--- src/rtl/ifetch_buffer_pkg.sv ---
// Shared types for the instruction-fetch buffer.
//   common : instruction-bus request/response structs shared with the bus fabric.
//   pipes  : fetch-queue entry and fetch FSM state used inside the front end.
package common;

    // Instruction bus request. The fetch unit only drives valid and addr.
    typedef struct packed {
        logic        valid;
        logic [63:0] addr;
        logic [2:0]  size;
    } ibus_req_t;

    // Instruction bus response. data_ok marks completion and qualifies data.
    typedef struct packed {
        logic        data_ok;
        logic [31:0] data;
    } ibus_resp_t;

endpackage

package pipes;

    // One instruction-queue entry.
    typedef struct packed {
        logic [63:0] pc;
        logic [31:0] instr;
    } fetch_entry_t;

    // Fetch FSM.
    //   IDLE : no request outstanding
    //   WAIT : request outstanding, response will be queued
    //   DROP : request outstanding, response will be discarded (stale after redirect)
    typedef enum logic [1:0] {
        IDLE = 2'd0,
        WAIT = 2'd1,
        DROP = 2'd2
    } fetch_state_t;

    // Force a fetch address onto a 4-byte boundary.
    function automatic logic [63:0] align_pc(input logic [63:0] pc);
        return {pc[63:2], 2'b00};
    endfunction

endpackage

--- src/rtl/ifetch_buffer_fifo.sv ---
// ifetch_fifo: DEPTH-entry ring buffer holding fetched instructions.
//   clk, reset : clock and asynchronous active-low reset
//   flush      : empties the queue; overrides push and pop in the same cycle
//   push       : write push_entry at the tail (caller guarantees space)
//   pop        : consume the head entry (ignored when empty)
//   head_valid : queue is non-empty
//   head_entry : entry at the head, read straight from storage registers
//   count      : current occupancy, 0..DEPTH
module ifetch_fifo
    import pipes::*;
#(
    parameter int DEPTH = 4
) (
    input  logic                     clk,
    input  logic                     reset,
    input  logic                     flush,
    input  logic                     push,
    input  fetch_entry_t             push_entry,
    input  logic                     pop,
    output logic                     head_valid,
    output fetch_entry_t             head_entry,
    output logic [$clog2(DEPTH):0]   count
);

    localparam int PW = $clog2(DEPTH);
    localparam int CW = PW + 1;

    fetch_entry_t    mem [DEPTH];
    logic [PW-1:0]   head;
    logic [PW-1:0]   tail;
    logic            do_push;
    logic            do_pop;

    assign do_push = push && !flush;
    assign do_pop  = pop && (count != '0) && !flush;

    // Pointers are exactly log2(DEPTH) bits, so the increment wraps modulo DEPTH.
    // NOTE: sequential state uses non-blocking assignments so every register
    // samples its inputs from the same pre-edge values.
    always_ff @(posedge clk or negedge reset) begin
        if (!reset) begin
            head  <= '0;
            tail  <= '0;
            count <= '0;
        end else if (flush) begin
            head  <= '0;
            tail  <= '0;
            count <= '0;
        end else begin
            if (do_push) tail <= tail + PW'(1);
            if (do_pop)  head <= head + PW'(1);
            case ({do_push, do_pop})
                2'b10:   count <= count + CW'(1);
                2'b01:   count <= count - CW'(1);
                default: count <= count;
            endcase
        end
    end

    // NOTE: storage has no reset; an entry is only ever read after it was written,
    // which count/head_valid guarantee, so reset would only add fan-out.
    always_ff @(posedge clk) begin
        if (do_push) mem[tail] <= push_entry;
    end

    assign head_valid = (count != '0);
    assign head_entry = mem[head];

endmodule

--- src/rtl/ifetch_buffer.sv ---
// ifetch_buffer: sequential instruction fetcher with a small instruction queue.
//   clk, reset      : clock and asynchronous active-low reset
//   ireq            : instruction bus request (valid, addr); held stable until data_ok
//   iresp           : instruction bus response (data_ok, 32-bit data)
//   redirect_valid  : flush the queue and restart fetch at redirect_pc
//   redirect_pc     : new fetch address, low two bits ignored
//   out_valid       : queue head holds an instruction
//   out_pc          : PC of the queue head
//   out_instr       : instruction at the queue head
//   out_ready       : consumer takes the head this cycle
//   count           : queue occupancy
// At most one request is outstanding. A request is only issued when a queue slot
// is guaranteed for its response, so the queue can never overflow.
module ifetch_buffer
    import common::*;
    import pipes::*;
#(
    parameter int          DEPTH    = 4,
    parameter logic [63:0] RESET_PC = 64'h8000_0000
) (
    input  logic                     clk,
    input  logic                     reset,
    output ibus_req_t                ireq,
    input  ibus_resp_t               iresp,
    input  logic                     redirect_valid,
    input  logic [63:0]              redirect_pc,
    output logic                     out_valid,
    output logic [63:0]              out_pc,
    output logic [31:0]              out_instr,
    input  logic                     out_ready,
    output logic [$clog2(DEPTH):0]   count
);

    localparam int          CW      = $clog2(DEPTH) + 1;
    localparam logic [CW:0] DEPTH_W = (CW + 1)'(DEPTH);

    fetch_state_t  state;
    logic [63:0]   fetch_pc;
    logic [63:0]   req_addr;

    logic          deq;
    logic          push;
    logic [CW:0]   occ_after_pop;
    logic          space_idle;
    logic          space_after_push;
    logic [63:0]   redirect_aligned;
    fetch_entry_t  push_entry;
    fetch_entry_t  head_entry;
    logic          unused_redirect_low;

    assign redirect_aligned    = align_pc(redirect_pc);
    assign unused_redirect_low = &{1'b0, redirect_pc[1:0]};

    // Pop only takes effect without a redirect; the FIFO applies that priority.
    assign deq  = out_valid && out_ready;
    assign push = (state == WAIT) && iresp.data_ok && !redirect_valid;

    // Occupancy seen by the issue logic once this cycle's pop has happened.
    // From IDLE nothing is outstanding, so a free slot means count - deq < DEPTH.
    // From WAIT the response being pushed also takes a slot before the next issue.
    assign occ_after_pop    = {1'b0, count} - {{CW{1'b0}}, deq};
    assign space_idle       = occ_after_pop < DEPTH_W;
    assign space_after_push = (occ_after_pop + (CW + 1)'(1)) < DEPTH_W;

    always_ff @(posedge clk or negedge reset) begin
        if (!reset) begin
            state    <= IDLE;
            fetch_pc <= RESET_PC;
            req_addr <= '0;
        end else begin
            case (state)
                IDLE: begin
                    if (redirect_valid) begin
                        fetch_pc <= redirect_aligned;
                    end else if (space_idle) begin
                        req_addr <= fetch_pc;
                        state    <= WAIT;
                    end
                end
                WAIT: begin
                    if (redirect_valid) begin
                        // The outstanding request cannot be withdrawn; its response
                        // is stale. If it lands this very cycle it is simply ignored.
                        fetch_pc <= redirect_aligned;
                        state    <= iresp.data_ok ? IDLE : DROP;
                    end else if (iresp.data_ok) begin
                        fetch_pc <= req_addr + 64'd4;
                        if (space_after_push) begin
                            req_addr <= req_addr + 64'd4;
                        end else begin
                            state <= IDLE;
                        end
                    end
                end
                DROP: begin
                    if (redirect_valid) fetch_pc <= redirect_aligned;
                    if (iresp.data_ok)  state    <= IDLE;
                end
                default: state <= IDLE;
            endcase
        end
    end

    // NOTE: every field gets a default before the conditional-free overrides so
    // the block stays purely combinational with no inferred latch.
    always_comb begin
        ireq       = '0;
        ireq.valid = (state == WAIT) || (state == DROP);
        ireq.addr  = req_addr;
    end

    always_comb begin
        push_entry       = '0;
        push_entry.pc    = req_addr;
        push_entry.instr = iresp.data;
    end

    ifetch_fifo #(
        .DEPTH (DEPTH)
    ) u_fifo (
        .clk        (clk),
        .reset      (reset),
        .flush      (redirect_valid),
        .push       (push),
        .push_entry (push_entry),
        .pop        (deq),
        .head_valid (out_valid),
        .head_entry (head_entry),
        .count      (count)
    );

    assign out_pc    = head_entry.pc;
    assign out_instr = head_entry.instr;

endmodule

--- config.mk ---
export PLATFORM = sky130hd
export DESIGN_NAME = ifetch_buffer
export DESIGN_NICKNAME = d
export VERILOG_FILES = /design/src/rtl/ifetch_buffer_pkg.sv /design/src/rtl/ifetch_buffer_fifo.sv /design/src/rtl/ifetch_buffer.sv
export SDC_FILE = /design/constraint.sdc
export NUM_CORES = 1
export LEC_CHECK = 0
export BUFFER_PORTS_ARGS = -buffer_cell sky130_fd_sc_hd__buf_4
export CORE_AREA = 2 2 289 348
export CTS_CLUSTER_SIZE = 8
export DETAILED_ROUTE_END_ITERATION = 10
export DIE_AREA = 0 0 291 350
export SETUP_SLACK_MARGIN = 0.2
export SYNTH_ARGS = -nofsm -noshare
export SYNTH_HDL_FRONTEND = slang
export SYNTH_SLANG_ARGS = --single-unit
--- constraint.sdc ---
create_clock -name clk -period 4.2 [get_ports clk]
set_input_delay 0 -clock clk [delete_from_list [all_inputs] [get_ports clk]]
set_output_delay 0 -clock clk [all_outputs]
set_load 0.005 [all_outputs]
[Word level (Yosys, flattened, before mapping)]
Memories as Yosys holds them, arrays and structs flattened.
Index checks and enable logic that the tools add are counted.
Storage, ports and cells
  flip-flop bits (word level): 137
  input bits: 101
  bits in writable memories: 384
  output and inout bits: 168
  memories: 1
  word-level logic and storage cells: 74
Cells by class
  reduce and logical (&&, ||, !) cells: 19
  $add $sub $neg: 7
  equality and inequality tests: 13
  $lt $le $gt $ge: 2
  multiplexer cells: 26
Memory list
  u_fifo.mem: depth 4, bits a word 96, read ports 1, clocked after memory_dff 0, write ports 1, line ifetch_buffer_fifo.sv:28  | fetch_entry_t mem [DEPTH];
Operator list (number)
  64-bit two-way mux: 8
  64-bit case mux with 2 select lines: 2
  64-bit by 3-bit adder with 64-bit output, second input constant: 1
  2-bit two-way mux: 11
  2-bit inequality test, second input constant: 6
  4-bit by 3-bit < comparator with 1-bit output, second input constant: 2
  2-bit nonzero test: 4
  1-bit logical AND: 6
  3-bit inequality test, second input constant: 2
  2-bit case mux with 3 select lines: 1
  3-bit case mux with 2 select lines: 1
  6-bit AND reduction: 1
  3-bit nonzero test: 2
  5-bit AND reduction: 1
  2-bit by 1-bit adder with 2-bit output, second input constant: 2
  4-bit by 1-bit adder with 4-bit output, second input constant: 1
  2-bit by 1-bit == test with 1-bit output, second input constant: 2
  2-bit == test, second input constant: 2
  3-bit by 1-bit subtractor with 4-bit output: 1
  3-bit by 1-bit adder with 3-bit output, second input constant: 1
  3-bit two-way mux: 1
  3-bit AND reduction: 1
  3-bit by 1-bit subtractor with 3-bit output, second input constant: 1
  2-bit zero test: 1
  5 further kinds: 6

[Longest topological paths before layout]
Gate-level depths: netlist (run 1).
  depth in word-level cells: 9
  mapped depth: 14

[Cells and area by module]
Synthesis (run 1) repeated with hierarchy kept, for this count alone.
Unflattened totals
  cell total of the unflattened synthesis: 1545
  area, all modules: 22440.3 µm²
Modules (own cells, without submodules)
  ifetch_fifo: area each 14322.5 µm², cells an instance 554, seq. area each 11706.2 µm², instances 1
  ifetch_buffer: area each 8117.8 µm², cells an instance 991, seq. area each 3254.4 µm², instances 1

[Least setup slack after synthesis (run 1)]
No wires, ideal clock.
  kind: reg2reg
  start point: reg state[1]
  end point: mem u_fifo.mem[0][0] in the netlist's numbering, enable pin
  setup time: 0.466 ns
  required time: 3.734 ns
  arrival time: 3.322 ns
  path buffers: 0
  period minus slack after synthesis: 3.788 ns
  slack: 0.412 ns
  cell stages (with the launch flop): 6
  cell sequence: dfrtp_1 inv_1 ha_1 nand2_1 nor2_1 and2_1
On the way
  longest elaborated chain between the ends: 6
Ends and longest elaborated chain
  start: declaration: line ifetch_buffer.sv:37  | fetch_state_t state;
  start signal: assignment: line ifetch_buffer.sv:85  | state <= iresp.data_ok ? IDLE : DROP;
  2-bit by 1-bit == test with 1-bit output: line ifetch_buffer.sv:56  | assign push = (state == WAIT) && iresp.data_ok && !redirect_valid;
  1-bit logical AND (2 in a row): line ifetch_buffer.sv:56
  1-bit logical AND: line ifetch_buffer_fifo.sv:34  | assign do_push = push && !flush;
  1-bit two-way mux: line ifetch_buffer_fifo.sv:63  | if (do_push) mem[tail] <= push_entry;
  1-bit two-way mux (not written as such): line ifetch_buffer_fifo.sv:63
  end: declaration: line ifetch_buffer_fifo.sv:28
No other way between the ends.

[Worst setup path after layout (run 1)]
  start point: reg u_fifo.count[2]
  end point: reg req_addr[1]
On the way
  longest elaborated chain between the ends: 7
  elaborated cells on any way between the ends: 9
  classes of those cells: add/sub: 2; order compare: 2; eq/ne: 2; reduce/logical: 3
Ends and longest elaborated chain
  start: declaration: line ifetch_buffer_fifo.sv:22  | output logic [$clog2(DEPTH):0] count
  start signal: assignment: line ifetch_buffer_fifo.sv:53  | 2'b10: count <= count + CW'(1);
  start signal: assignment: line ifetch_buffer_fifo.sv:54  | 2'b01: count <= count - CW'(1);
  start signal: assignment: line ifetch_buffer_fifo.sv:55  | default: count <= count;
  3-bit nonzero test: line ifetch_buffer_fifo.sv:66  | assign head_valid = (count != '0);
  1-bit logical AND: line ifetch_buffer.sv:55  | assign deq = out_valid && out_ready;
  3-bit by 1-bit subtractor with 4-bit output *: line ifetch_buffer.sv:61  | assign occ_after_pop = {1'b0, count} - {{CW{1'b0}}, deq};
  4-bit by 1-bit adder with 4-bit output: line ifetch_buffer.sv:63  | assign space_after_push = (occ_after_pop + (CW + 1)'(1)) < DEPTH_W;
  4-bit by 3-bit < comparator with 1-bit output: line ifetch_buffer.sv:63
  2-bit inequality test (no source line)
  6-bit AND reduction (no source line) *
  end signal: assignment: line ifetch_buffer.sv:76  | req_addr <= fetch_pc;
  end signal: assignment: line ifetch_buffer.sv:89  | req_addr <= req_addr + 64'd4;
  end: declaration: line ifetch_buffer.sv:39  | logic [63:0] req_addr;
Mark *: on every way between the ends. The rest lies on a longest branch, timed or not.
A chain may end at the register's enable or synchronous reset.

==> flow_metrics.env, run 1 <==
export IMPL_status="completed"
export IMPL_worst_slew_pin_transition_ns=1.04
export IMPL_ys_types=70
export IMPL_multi_input_comb_area_um2=6990
export IMPL_layout_area_overhead_pct=30.5
export IMPL_io_pins=269
export IMPL_via_count_of_the_first_global_routing_pass=15300
export IMPL_timing_hold_ws_ns=0.0769
export IMPL_slew_viol_final=0
export IMPL_gp_congestion=0.821
export IMPL_slew_limit_headroom=0.303
export IMPL_finalHoldViolCount=0
export IMPL_initial_core_util=0.229
export IMPL_max_clock_path_buffers=3
export IMPL_worst_endpoint_required_ns=4.71
export IMPL_detail_route_vias_per_cell=4.70
export IMPL_synth_edf_count=384
export IMPL_buffer_ports_inserted=263
export IMPL_async_flop_share=0.263
export IMPL_netlist_top_cell_by_area="sky130_fd_sc_hd__edfxtp_1"
export IMPL_postRouteWirelength_um=70300
export IMPL_r2r_slack_ns=0.80
export IMPL_ys_seq_area_frac=0.667
export IMPL_worst_endpoint_arrival_ns=3.91
export IMPL_grt_setup_unrepaired="false"
export IMPL_worst_ir_drop_vdd_mv=0.372
export IMPL_place_detailed_instances=3021
export IMPL_dieArea_um2=102000
export IMPL_grt_max_degree=93
export IMPL_clock_latency_ns=0.64
export IMPL_timing_reg2reg_worst_path_depth=10
export IMPL_grt_pass1_wl_um=102000
export IMPL_grt_remaining_overflow=0
export IMPL_setup_worst_path_start="u_fifo.count[2]"
export IMPL_cp_start_kind="register"
export IMPL_finish_cell_count_without_fillers=3240
export IMPL_count_of_tritonroute_iterations_in_the_first_routing_pass=6
export IMPL_grt_antenna_before_repair=10
export IMPL_flip_flop_cell_with_the_highest_count_after_synthesis="sky130_fd_sc_hd__edfxtp_1"
export IMPL_fmax_mhz=294
export IMPL_synthesis_area_um2=22400
export IMPL_worstPathMaxFanout=9
export IMPL_ant_nets=0
export IMPL_p_leak_nw=10.3
export IMPL_layout_filler_cells=9777
export IMPL_clock_sink_count=521
export IMPL_postSynthAreaPerCell_um2=14.5
export IMPL_netlist_top_cells_area="sky130_fd_sc_hd__edfxtp_1, sky130_fd_sc_hd__dfrtp_1, sky130_fd_sc_hd__mux4_2, sky130_fd_sc_hd__o21ai_0, sky130_fd_sc_hd__a21oi_1"
export IMPL_grt_total_usage=0.135
export IMPL_worst_r2r_endpoint="req_addr[1]"
export IMPL_wl_per_cell_um=21.7
export IMPL_worst_hold_path_type="primary input to asynchronous set/reset pin"
export IMPL_yosys_top_cells_count="sky130_fd_sc_hd__edfxtp_1, sky130_fd_sc_hd__dfrtp_1, sky130_fd_sc_hd__nand2_1, sky130_fd_sc_hd__mux4_2, sky130_fd_sc_hd__o21ai_0"
export IMPL_worst_setup_path_type="register to register"
export IMPL_detailed_place_hpwl_um=46100
export IMPL_number_of_synthesized_register_bits=521
export IMPL_route_detailed_drc=0
export IMPL_row_count=126
export IMPL_tns_ns=0
export IMPL_setup_viol=0
export IMPL_design_core_area_um2=98200
export IMPL_num_vias=15200
export IMPL_crit_path_end="req_addr[1]"
export IMPL_timing_max_cap_violations=0
export IMPL_tritoncts_num_buffers=77
export IMPL_synthDominantCellAreaShare=0.514
export IMPL_fin_worst_skew_ns=0.0270
export IMPL_htree_num_levels=3
export IMPL_final_period_minus_worst_setup_slack_ns=3.40
export IMPL_p_per_area_nw_per_um2=696
export IMPL_detailedRoute_firstIterationViolations=1097
export IMPL_synth_warning_count=0
export IMPL_finish_net_count=2031
export IMPL_layout_drive_gt1_share=0.272
export IMPL_reg2reg_from="u_fifo.count[2]"
export IMPL_finalCritPeriodShare=0.810
export IMPL_register_area_um2=15000
export IMPL_placement_setup_worst_slack_ns=0.856
export IMPL_worstSetupEndpointType="register"
export IMPL_horizontal_die_dimension_um=291
export IMPL_netlist_instances=1547
export IMPL_clock_root_buffer="sky130_fd_sc_hd__clkbuf_16"
export IMPL_dieHeight_um=350
export IMPL_clock_tree_from_tritoncts="built"
export IMPL_min_setup_slack_post_route_ns=0.796
export IMPL_path_clk_slew_ns=0.05
export IMPL_synthMostInstantiatedCell="sky130_fd_sc_hd__edfxtp_1"
## critical path, stage by stage, from the launching register on
cell and delay, ns:
sky130_fd_sc_hd__dfrtp_1 0.47, sky130_fd_sc_hd__o31a_1 0.41, sky130_fd_sc_hd__ha_1 0.22, sky130_fd_sc_hd__ha_1 0.26, sky130_fd_sc_hd__or2_2 0.31, sky130_fd_sc_hd__nor3_1 0.25, sky130_fd_sc_hd__nor3_1 0.10, sky130_fd_sc_hd__nand2b_1 0.16
sky130_fd_sc_hd__a2111oi_1 0.52, sky130_fd_sc_hd__buf_4 0.24, sky130_fd_sc_hd__mux2_2 0.34
## where the power goes
group,internal (mW),switching [mW]
clock,3.43,2.33
sequential,6.74,1.38
combinational,3.04,3.48
total,13.2,7.20
## worst min-delay path by stage
stage / endpoint / cells past startpoint
finish: fetch_pc[28] / 2
global route: u_fifo.mem[2][8] / 2
CTS: u_fifo.mem[0][2] / 2
detailed placement: fetch_pc[28] / 1
global placement: fetch_pc[25] / 1
floorplan: fetch_pc[0] / 0
## layout make-up
class / count / area share
clock inverter: 12 / 0.00705
timing repair buffer: 407 / 0.117
antenna: 5 / 0.000427
multi-input combinational: 892 / 0.239
clock buffer: 103 / 0.0691
inverter: 20 / 0.00256
tap: 1280 / 0.0547
sequential: 521 / 0.511
## sequential cells by signal, summed over array words and instances, names as in the netlist
| signal | cells |
|---|---|
| u_fifo.tail | 2 |
| state | 2 |
| fetch_pc | 64 |
| u_fifo.count | 3 |
| req_addr | 64 |
| u_fifo.head | 2 |
| u_fifo.mem | 384 |
## cells in the final DEF, fill, tap and decap left out, types with 4 or more instances in the layout
master	Yosys	routed
sky130_fd_sc_hd__a211oi_1	6	6
sky130_fd_sc_hd__a21o_1	9	8
sky130_fd_sc_hd__a21oi_1	83	82
sky130_fd_sc_hd__a311oi_1	14	14
sky130_fd_sc_hd__and2_1	11	7
sky130_fd_sc_hd__and2_4	0	4
sky130_fd_sc_hd__and3_1	37	37
sky130_fd_sc_hd__and4_1	14	14
sky130_fd_sc_hd__buf_12	0	9
sky130_fd_sc_hd__buf_4	5	298
sky130_fd_sc_hd__clkbuf_1	71	26
sky130_fd_sc_hd__clkbuf_16	0	77
sky130_fd_sc_hd__dfrtp_1	136	134
sky130_fd_sc_hd__diode_2	0	5
sky130_fd_sc_hd__dlygate4sd3_1	0	99
sky130_fd_sc_hd__edfxtp_1	384	384
sky130_fd_sc_hd__ha_1	10	9
sky130_fd_sc_hd__inv_1	20	20
sky130_fd_sc_hd__mux2i_1	14	14
sky130_fd_sc_hd__mux4_2	96	96
sky130_fd_sc_hd__nand2_1	101	100
sky130_fd_sc_hd__nand2b_1	7	7
sky130_fd_sc_hd__nand3_1	52	52
sky130_fd_sc_hd__nand3b_1	4	4
sky130_fd_sc_hd__nand4_1	49	49
sky130_fd_sc_hd__nor2_1	73	73
sky130_fd_sc_hd__nor2b_1	4	4
sky130_fd_sc_hd__nor3_1	29	28
sky130_fd_sc_hd__nor4_1	9	8
sky130_fd_sc_hd__nor4_2	3	4
sky130_fd_sc_hd__o211ai_1	8	8
sky130_fd_sc_hd__o21ai_0	95	95
sky130_fd_sc_hd__o22ai_1	38	38
sky130_fd_sc_hd__o31ai_1	6	6
sky130_fd_sc_hd__or3_1	6	5
sky130_fd_sc_hd__or4_1	7	7
sky130_fd_sc_hd__xnor2_1	31	31
sky130_fd_sc_hd__xor2_1	17	17
## layer usage
metal  GRT usage  vias to the layer above  wire length [µm]
met4      0.0472                        6              1950
met5           0                        -                42
met3      0.0319                      129              4970
li1            -                     6777                 -
met2       0.228                      587             34600
met1       0.171                     7742             28800
## what timing repair did
item / in CTS / in global routing
hold endpoints to repair: 290 / 0
hold buffers: 99 / 0
gates resized for setup: 0 / 0
setup buffers: 0 / 0
setup endpoints to repair: 0 / 0
## cells by family after synthesis
family          Yosys count  share of synthesized area
simple gates            428                      0.103
fa+ha+maj                11                    0.00647
other cells               1                   0.000167
xor+xnor                 48                     0.0187
mux                     112                      0.104
buf+inv                 136                     0.0250
compound gates          290                     0.0767
flops                   521                      0.667
## stage by stage
| stage | area (µm²) | util | total power [mW] |
|---|---|---|---|
| finish | 29300 | 0.298 | 20.4 |
| global route | 29300 | 0.298 | 21.5 |
| CTS | 29300 | 0.298 | 20.7 |
| detailed placement | 26100 | 0.265 | 14.7 |
| global placement | 26100 | 0.265 | 14.5 |
| floorplan | 22500 | - | 11.5 |
(Power assumes the default switching activity.)
==> inputs of run 2 (changes only) <==
- ABC_AREA: default -> 1
- CORE_AREA: 2 2 289 348 -> 2 2 293 353
- DIE_AREA: 0 0 291 350 -> 0 0 295 355
- clock period: 4.2 -> 3.5 ns (I/O delays scaled with it)
==> run 2 against run 1 <==
Flip-flop and latch count is the same. Worst hold slack improved by 0.037 ns. Combinational power grew 21%. Setup slack worse by 0.29 ns. Largest power group unchanged.
==> flow_metrics.env, run 2 <==
export IMPL_design_core_area_um2=101000
export IMPL_clock_root_buffer="sky130_fd_sc_hd__clkbuf_16"
export IMPL_detail_route_vias_per_cell=4.38
export IMPL_final_period_minus_worst_setup_slack_ns=2.99
export IMPL_crit_chain="buf_12 > o21ai_0 > o22ai_1 > buf_4"
export IMPL_netlist_top_cells_area="sky130_fd_sc_hd__edfxtp_1, sky130_fd_sc_hd__dfrtp_1, sky130_fd_sc_hd__nand2_1, sky130_fd_sc_hd__nor2_1, sky130_fd_sc_hd__o21ai_0"
export IMPL_worstPathMaxFanout=140
export IMPL_async_flop_share=0.263
export IMPL_finalCritPeriodShare=0.854
export IMPL_biggestRegsByFlops="u_fifo.mem (384), fetch_pc (64), req_addr (64)"
export IMPL_synthesis_area_um2=23200
export IMPL_timing_reg2reg_worst_path_depth=16
export IMPL_worst_hold_startpoint="iresp[29]"
export IMPL_gp_congestion=0.896
export IMPL_grt_max_degree=141
export IMPL_yosys_area_share_adder=0.00626
export IMPL_netlist_top_cell_by_area="sky130_fd_sc_hd__edfxtp_1"
export IMPL_p_leak_nw=11.7
export IMPL_layout_filler_cells=10400
export IMPL_largest_reg_flops=384
export IMPL_detailedRoute_firstIterationViolations=1271
export IMPL_synth_area_in_xor_xnor=0.00794
export IMPL_synth_simple_gate_area_share=0.202
export IMPL_synthMostInstantiatedCell="sky130_fd_sc_hd__nand2_1"
export IMPL_most_common_layout_cells="sky130_fd_sc_hd__nand2_1, sky130_fd_sc_hd__nor2_1, sky130_fd_sc_hd__edfxtp_1, sky130_fd_sc_hd__buf_4, sky130_fd_sc_hd__o21ai_0"
export IMPL_ys_seq_area_frac=0.646
export IMPL_finish_net_count=2826
export IMPL_grt_antenna_before_repair=2
export IMPL_max_clock_path_buffers=3
export IMPL_wl_per_cell_um=18.2
export IMPL_synth_edf_count=384
export IMPL_worst_hold_path_type="primary input to register"
export IMPL_grt_total_usage=0.140
export IMPL_dieHeight_um=355
export IMPL_htree_num_levels=3
export IMPL_io_pins=269
export IMPL_buffer_ports_inserted=263
export IMPL_cp_start_kind="register"
export IMPL_detailed_place_hpwl_um=49400
export IMPL_status="completed"
export IMPL_layout_cells_most_common="sky130_fd_sc_hd__nand2_1"
export IMPL_worst_ir_drop_vdd_mv=0.417
export IMPL_reg2reg_from="u_fifo.count[2]"
export IMPL_count_of_tritonroute_iterations_in_the_first_routing_pass=5
export IMPL_grt_setup_unrepaired="false"
export IMPL_via_count_of_the_first_global_routing_pass=17500
export IMPL_hold_end="u_fifo.mem[3][29]"
export IMPL_slew_viol_final=0
export IMPL_placement_setup_worst_slack_ns=0.610
export IMPL_min_setup_slack_post_route_ns=0.511
export IMPL_yosys_top_cells_count="sky130_fd_sc_hd__nand2_1, sky130_fd_sc_hd__nor2_1, sky130_fd_sc_hd__edfxtp_1, sky130_fd_sc_hd__o21ai_0, sky130_fd_sc_hd__dfrtp_1"
export IMPL_clock_latency_ns=0.64
export IMPL_dieArea_um2=105000
export IMPL_postRouteWirelength_um=75000
export IMPL_p_per_area_nw_per_um2=813
export IMPL_path_clk_slew_ns=0.05
export IMPL_worstSetupEndpointType="output port"
export IMPL_setup_viol=0
export IMPL_synth_top_family_by_area="simple AND/OR/NAND/NOR gates"
export IMPL_finalHoldViolCount=0
export IMPL_number_of_synthesized_register_bits=521
export IMPL_r2r_slack_ns=0.58
export IMPL_cpPeakStageDelay_ns=0.83
export IMPL_synth_area_mux_share=0
export IMPL_layout_area_overhead_pct=29.9
export IMPL_ant_nets=0
export IMPL_hold_depth=2
export IMPL_worst_slew_pin_transition_ns=1.01
export IMPL_worst_endpoint_required_ns=3.50
export IMPL_postSynthAreaPerCell_um2=9.82
export IMPL_clock_tree_from_tritoncts="built"
export IMPL_netlist_instances=2359
export IMPL_row_count=128
export IMPL_synth_compound_gate_area_share=0.0952
export IMPL_synthDominantCellAreaShare=0.498
export IMPL_slew_limit_headroom=0.329
export IMPL_tritoncts_num_buffers=76
export IMPL_ctsResizeCount=0
export IMPL_worst_endpoint_arrival_ns=2.99
export IMPL_finish_cell_count_without_fillers=4124
export IMPL_worst_setup_path_type="register to output port"
export IMPL_fmax_mhz=335
export IMPL_slowest_stage="sky130_fd_sc_hd__dfrtp_4"
export IMPL_num_vias=18100
export IMPL_grt_remaining_overflow=0
export IMPL_fin_worst_skew_ns=0.0261
export IMPL_ys_types=38
export IMPL_route_detailed_drc=0
export IMPL_layout_drive_gt1_share=0.150
export IMPL_horizontal_die_dimension_um=295
export IMPL_place_detailed_instances=3898
export IMPL_regMostFlops="u_fifo.mem"
export IMPL_synth_warning_count=0
export IMPL_timing_max_cap_violations=0
export IMPL_grt_pass1_wl_um=109000
export IMPL_clock_sink_count=521
export IMPL_flip_flop_cell_with_the_highest_count_after_synthesis="sky130_fd_sc_hd__edfxtp_1"
export IMPL_initial_core_util=0.229
export IMPL_timing_hold_ws_ns=0.114
export IMPL_worst_r2r_endpoint="req_addr[47]"
run 2: kinds of logic (layout without fill, tap and decap cells):
group	after synthesis	count (layout)
DFF	521	521
buffers and inverters	237	630
xor gates and xnor gates	21	21
adders and majority gates	11	11
AOI/OAI and AO/OA	406	406
other	1	8
and+or+nand+nor	1162	1162
run 2: worst max-delay path: cells and delay by family (launching register included):
kind	cells	cell delay, ns
AO/OA/AOI/OAI	2	0.71
flip-flops	1	0.83
buffers and inverters	2	0.70
run 2: worst max-delay path by stage:
stage / endpoint / startpoint
2_1_floorplan: u_fifo.mem[0][0] / state[1]
3_3_place_gp: req_addr[45] / u_fifo.count[2]
3_5_place_dp: req_addr[56] / u_fifo.count[2]
4_1_cts: out_pc[32] / u_fifo.head[0]
5_1_grt: req_addr[56] / u_fifo.count[2]
6_report: out_pc[29] / u_fifo.head[0]
run 2: routing by layer:
metal	wire [µm]	global-route usage
met5	11	0
met1	31400	0.171
met4	3930	0.0778
met3	4700	0.0322
met2	35000	0.228
run 2: cell type report:
cell class	instances	area [µm²]	area share
Sequential cell	521	15000	0.497
Tap cell	1365	1710	0.0568
Clock inverter	10	209	0.00694
Inverter	117	445	0.0148
Antenna cell	5	12.5	0.000416
Multi-Input combinational cell	1603	7290	0.242
Timing Repair Buffer	395	3430	0.114
Clock buffer	108	2030	0.0675
run 2: power by group:
part	switching, mW	internal [mW]
Clock	2.78	4.11
Sequential	1.58	8.07
Combinational	4.88	3.02
run 2: what timing repair did:
item	4_1_cts	5_1_grt
hold endpoints to repair	345	0
buffers inserted	0	0
hold buffers	103	0
run 2: stage by stage:
stage          power, mW   util  setup TNS, ns  instance area, µm²
3_3_place_gp        17.5  0.265              0               26800
2_1_floorplan       13.8      -        -189.83               23200
6_report            24.5  0.298              0               30100
3_5_place_dp        17.6  0.265              0               26800
5_1_grt             26.0  0.298              0               30100
4_1_cts             24.8  0.298              0               30100
